$ cat src/rtl/instr_fetch_buffer.sv
// Purpose  : fetch stage between a 1-cycle synchronous instruction ROM and decode; owns the fetch PC,
//            buffers returning words with their byte address, redirects and flushes on a jump load.
// Latency  : address issued in cycle N -> word on rom_rdata_i in N+1 -> instr_valid_o in N+2.
// Backpres.: head held stable while instr_valid_o & !instr_ready_i; issue stalls once the FIFO slots
//            plus the in-flight word reach FIFO_DEPTH.
//
// Ports:
//   clk_i, rstn_i          clock (rising edge), asynchronous active-low reset
//   jmp_addr_ld_i/_addr_i  redirect fetch to {jmp_addr_i[31:2],2'b00}; flushes queued and in-flight words
//   rom_addr_o/rom_rdata_i byte address to the ROM, word returned one cycle later
//   instr_o/instr_addr_o   instruction at FIFO head and its byte address
//   instr_valid_o/_ready_i valid/ready handshake towards decode

module instr_fetch_buffer #(
    parameter logic [31:0] BOOT_ADDR  = 32'h0000_0000,
    parameter int          FIFO_DEPTH = 2
) (
    input  logic        clk_i,
    input  logic        rstn_i,
    input  logic        jmp_addr_ld_i,
    input  logic [31:0] jmp_addr_i,
    output logic [31:0] rom_addr_o,
    input  logic [31:0] rom_rdata_i,
    output logic [31:0] instr_o,
    output logic [31:0] instr_addr_o,
    output logic        instr_valid_o,
    input  logic        instr_ready_i
);

    localparam int PW = $clog2(FIFO_DEPTH);
    localparam int CW = PW + 1;
    localparam logic [CW:0] DEPTH_V = (CW + 1)'(FIFO_DEPTH);

    // Fetch state
    logic [31:0] fetch_pc_q;
    logic        inflight_q;
    logic [31:0] inflight_addr_q;

    // Instruction FIFO
    logic [31:0]   fifo_instr_q [FIFO_DEPTH];
    logic [31:0]   fifo_addr_q  [FIFO_DEPTH];
    logic [PW-1:0] rd_ptr_q;
    logic [PW-1:0] wr_ptr_q;
    logic [CW-1:0] count_q;

    logic          pop;
    logic          push;
    logic          issue;
    logic [CW:0]   credits_used;
    logic [31:0]   jmp_target;

    assign jmp_target    = {jmp_addr_i[31:2], 2'b00};
    assign instr_valid_o = (count_q != '0);
    assign pop           = instr_valid_o & instr_ready_i;

    // Outputs read zero whenever nothing is buffered, so a flushed or
    // freshly reset buffer never exposes an old word.
    assign instr_o      = instr_valid_o ? fifo_instr_q[rd_ptr_q] : 32'h0;
    assign instr_addr_o = instr_valid_o ? fifo_addr_q[rd_ptr_q]  : 32'h0;

    // Redirect target goes straight to the ROM in the jump cycle so the
    // new stream starts without an extra bubble.
    assign rom_addr_o = jmp_addr_ld_i ? jmp_target : fetch_pc_q;

    // Slots committed for the next cycle: what stays in the FIFO after this
    // cycle's pop plus the word already on its way back from the ROM.
    // pop implies count_q > 0, so the subtraction never underflows.
    always_comb begin
        credits_used = {1'b0, count_q}
                     - {{CW{1'b0}}, pop}
                     + {{CW{1'b0}}, inflight_q};
    end

    // A jump empties everything, so the full depth is available to the target.
    assign issue = jmp_addr_ld_i | (credits_used < DEPTH_V);

    // The ROM word of an in-flight request belongs to the old stream when a
    // jump is loaded in the same cycle, so it is dropped.
    assign push = inflight_q & ~jmp_addr_ld_i;

    // Fetch PC and in-flight tracking
    always_ff @(posedge clk_i or negedge rstn_i) begin
        if (!rstn_i) begin
            fetch_pc_q      <= BOOT_ADDR;
            inflight_q      <= 1'b0;
            inflight_addr_q <= 32'h0;
        end else begin
            inflight_q <= issue;
            if (issue) begin
                inflight_addr_q <= rom_addr_o;
                fetch_pc_q      <= rom_addr_o + 32'd4;
            end else if (jmp_addr_ld_i) begin
                fetch_pc_q      <= jmp_target;
            end
        end
    end

    // FIFO pointers and occupancy
    always_ff @(posedge clk_i or negedge rstn_i) begin
        if (!rstn_i) begin
            rd_ptr_q <= '0;
            wr_ptr_q <= '0;
            count_q  <= '0;
        end else if (jmp_addr_ld_i) begin
            rd_ptr_q <= '0;
            wr_ptr_q <= '0;
            count_q  <= '0;
        end else begin
            if (pop) begin
                rd_ptr_q <= rd_ptr_q + PW'(1);
            end
            if (push) begin
                wr_ptr_q <= wr_ptr_q + PW'(1);
            end
            case ({push, pop})
                2'b10:   count_q <= count_q + CW'(1);
                2'b01:   count_q <= count_q - CW'(1);
                default: count_q <= count_q;
            endcase
        end
    end

    // FIFO storage; a push into a full FIFO only happens together with a
    // pop, in which case wr_ptr_q equals rd_ptr_q and the head is replaced
    // exactly as it leaves.
    always_ff @(posedge clk_i or negedge rstn_i) begin
        if (!rstn_i) begin
            for (int i = 0; i < FIFO_DEPTH; i++) begin
                fifo_instr_q[i] <= 32'h0;
                fifo_addr_q[i]  <= 32'h0;
            end
        end else if (push) begin
            fifo_instr_q[wr_ptr_q] <= rom_rdata_i;
            fifo_addr_q[wr_ptr_q]  <= inflight_addr_q;
        end
    end

endmodule

$ cat config.mk
export PLATFORM = sky130hd
export DESIGN_NAME = instr_fetch_buffer
export DESIGN_NICKNAME = d
export VERILOG_FILES = /design/src/rtl/instr_fetch_buffer.sv
export SDC_FILE = /design/constraint.sdc
export NUM_CORES = 1
export LEC_CHECK = 0
export CORE_UTILIZATION = 37
export DETAILED_ROUTE_END_ITERATION = 7
export PLACE_DENSITY = 0.69
export SLEW_MARGIN = 20
export SYNTH_ARGS = -nofsm -noshare
export SYNTH_HDL_FRONTEND = slang
export SYNTH_SLANG_ARGS = --single-unit
export TNS_END_PERCENT = 100
$ cat constraint.sdc
create_clock -name clk_i -period 8.19 [get_ports clk_i]
set_clock_uncertainty 0.1 [all_clocks]
set_input_delay 2.457 -clock clk_i [delete_from_list [all_inputs] [get_ports clk_i]]
set_output_delay 2.457 -clock clk_i [all_outputs]
set_load 0.01 [all_outputs]
==> metrics.txt <==
post-synthesis sequential area ratio 0.534; Row Count 57; final hold viol count 0; minimum clock period about 7.1 ns; CTS Buffer Depth 2; vias in the first global route approximately 6400; Design Area, Final roughly 12000 sq um; Die Span X around 160 um; Hold/Removal Path Class reg2reg; final slew viol count 0; leak pwr roughly 4.8 nW; Primary FF master, synth dfrtp_1; Placer Congestion ~0.78; Combinational Power Share 0.394; met1 global-route usage 0.243; fin nets roughly 970; area grow syn2layout 27.3%; initial antenna violation count 0; Global Route Usage Sum 0.173; crit share post-route 0.866; DRC 0; internal cell power about 0.0028 W; Synth area leader dfrtp_1; Net Sw Frac 0.327; YS warnings 0; first-pass GRT wire length about 35 mm; core region area ~24000 sq um; dominant cells by area after synthesis dfrtp_1, mux2_2, mux2i_1; outcome finished clean; grt met3 use 0.0345; Post-synth EDFFs 0; Max Fclk ~140 MHz; clock root buffer clkbuf_16; Slew @ Worst Pin just over 0.9 ns; drt via density between 4 and 5; Post-Syn Area around 9000 sq um; Seq cells post-synth around 200; Initial DRT Pass Iterations 4; crit-path max cell delay 0.70 ns; startpoint types primary input; CP arrival 4.53 ns; initial DRC count 265; busiest grt layer met2; Reg power frac 0.398; Yosys top cell area share 0.534; power density over the cells 352 nW/um^2; CTS tree built; Clock power frac 0.208; global route overflow 0; placed cell areas between 10000 and 15000 sq um; # clock sinks just under 200; met2 Use GR 0.271; average wire per standard cell approximately 17 um; crit-path cells buf_2 -> buf_4 -> mux2i_2 -> inv_1 -> clkdlybuf4s50_1; fraction of registers with async set/reset 1.00; Max transition margin 0.379; die height about 160 um; CP Capture Type output pin; distinct cell type count of the synthesized netlist 49; Avg Cell Area, Syn between 10 and 15 sq um; final setup fails 0; cts bufs inserted 17; pin count of the biggest net entering global routing 80; Final ANT Viol Nets 0; PortBufs between 150 and 200; Critical Path Fanout Max 46; unrepaired setup endpoints after global routing false; peak supply drop about 0.14 mV; Crit Path Class in2out; latest clock arrival within the worst-skew pair 0.43 ns; WL final 20.9 mm; # Post-CTS Setup Buffers 0; routed via count roughly 6000; switching power roughly 0.0014 W; Critical-path top delay cell buf_2; cts hold-fix bufs 0; die area around 26000 sq um; htree depth 4; proportion of layout cells with a drive suffix above 1 0.241; Ports around 170; Mapped Cells ~750; # resized after CTS 0; Crit path required time 5.63 ns; clock slew at reported path FFs ~0.07 ns; syn_nets roughly 820; Setup TNS 0 ns; Max Cap Viol 0; hpwl dp 13.9 mm; initial core utilization 0.378
==> power groups by stage <==
stage,clock (W),combinational (W),sequential (W)
4_1_cts,0.000888,0.00166,0.00165
5_1_grt,0.000931,0.00178,0.00172
3_5_place_dp,0,0.00166,0.00167
6_report,0.000864,0.00163,0.00165
3_3_place_gp,0,0.00163,0.00166
2_1_floorplan,0,0.00110,0.00158
==> state kept, by name, indices dropped and copies added (netlist names) <==
name,cells
count_q,2
fetch_pc_q,32
fifo_addr_q,64
fifo_instr_q,64
inflight_addr_q,32
inflight_q,1
rd_ptr_q,1
wr_ptr_q,1
==> through the flow <==
step	power, W	setup WS (ns)	instances	utilization	hold slack [ns]
6_report	0.00414	1.10	1234	0.482	0.404
5_1_grt	0.00443	0.984	1233	0.482	0.417
4_1_cts	0.00420	1.12	1233	0.482	0.409
3_5_place_dp	0.00333	1.14	1201	0.457	0.393
3_3_place_gp	0.00329	1.13	1201	0.457	0.386
2_1_floorplan	0.00267	2.11	748	-	0.379
==> layout by cell type, fill, tap and decap left out, drive strengths merged, types with 12 or more instances in the layout <==
cell / n
a21oi: 23
nor2: 90
mux2i: 71
clkdlybuf4s50: 160
mux2: 159
buf: 12
nand2: 28
nand3: 18
inv: 21
xnor2: 22
dfrtp: 197
clkbuf: 22
==> worst max-delay path, delay by kind of cell <==
kind / cells / cell delay, ns
muxes: 1 / 0.38
buffers and inverters: 4 / 1.67
==> per-layer routing <==
layer | share of wire | up-vias
met3 | 0.046 | 17
li1 | - | 2897
met1 | 0.49 | 3060
met4 | 0.011 | 0
met5 | 0 | -
met2 | 0.46 | 160
==> kinds of logic after synthesis <==
logic type               count (synthesis)  share of synthesized area
flip-flops                             197                      0.534
multiplexers                           230                      0.271
buffers and inverters                   60                     0.0294
AO/OA/AOI/OAI                           48                     0.0359
AND/OR/NAND/NOR                        177                     0.0923
adder cells (fa/ha/maj)                  3                    0.00488
XOR/XNOR                                33                     0.0321
==> synth_stat cells, types with 2 or more instances <==
cell type and number:
dfrtp_1 197, a21oi_1 22, o21ai_0 5, nand2b_1 6, nor2_1 90, o22ai_1 2, nand4_2 2, nand3b_1 4
nor2b_1 5, nor3_2 2, nand4b_1 2, buf_2 28, nand4_1 3, a32oi_1 3, nor3_1 4, xor2_1 11
mux2i_1 70, and2b_1 2, nor4_2 2, xnor2_1 21, buf_1 6, nand2_1 28, a21o_1 3, clkbuf_1 8
mux2_2 159, inv_1 16, nand3_1 18, a31oi_1 4, a32o_1 2, and2_1 3, ha_1 2
==> cell type report <==
| class | instances | area [sq um] |
|---|---|---|
| antenna | 1 | 2.50 |
| clock inverter | 11 | 136 |
| multi-input combinational | 491 | 4040 |
| fill | 2231 | 12600 |
| sequential | 197 | 4930 |
| tap | 324 | 405 |
| clock buffer | 21 | 470 |
| timing repair buffer | 173 | 1700 |
| inverter | 16 | 60.1 |
==> final timing paths <==
path	slack [ns]	end	depth (start not counted)	startpoint
max	1.10	rom_addr_o[7]	5	jmp_addr_ld_i
min	0.40	fifo_instr_q[26]	1	fifo_instr_q[26]
max reg2reg	3.88	inflight_addr_q[8]	10	count_q[1]
min reg2reg	0.40	fifo_instr_q[26]	1	fifo_instr_q[26]
max in group asynchronous	4.76	fetch_pc_q[2]	2	rstn_i
min in group asynchronous	1.93	fifo_instr_q[51]	1	rstn_i
Note: power is estimated with default switching activity, not from simulation.
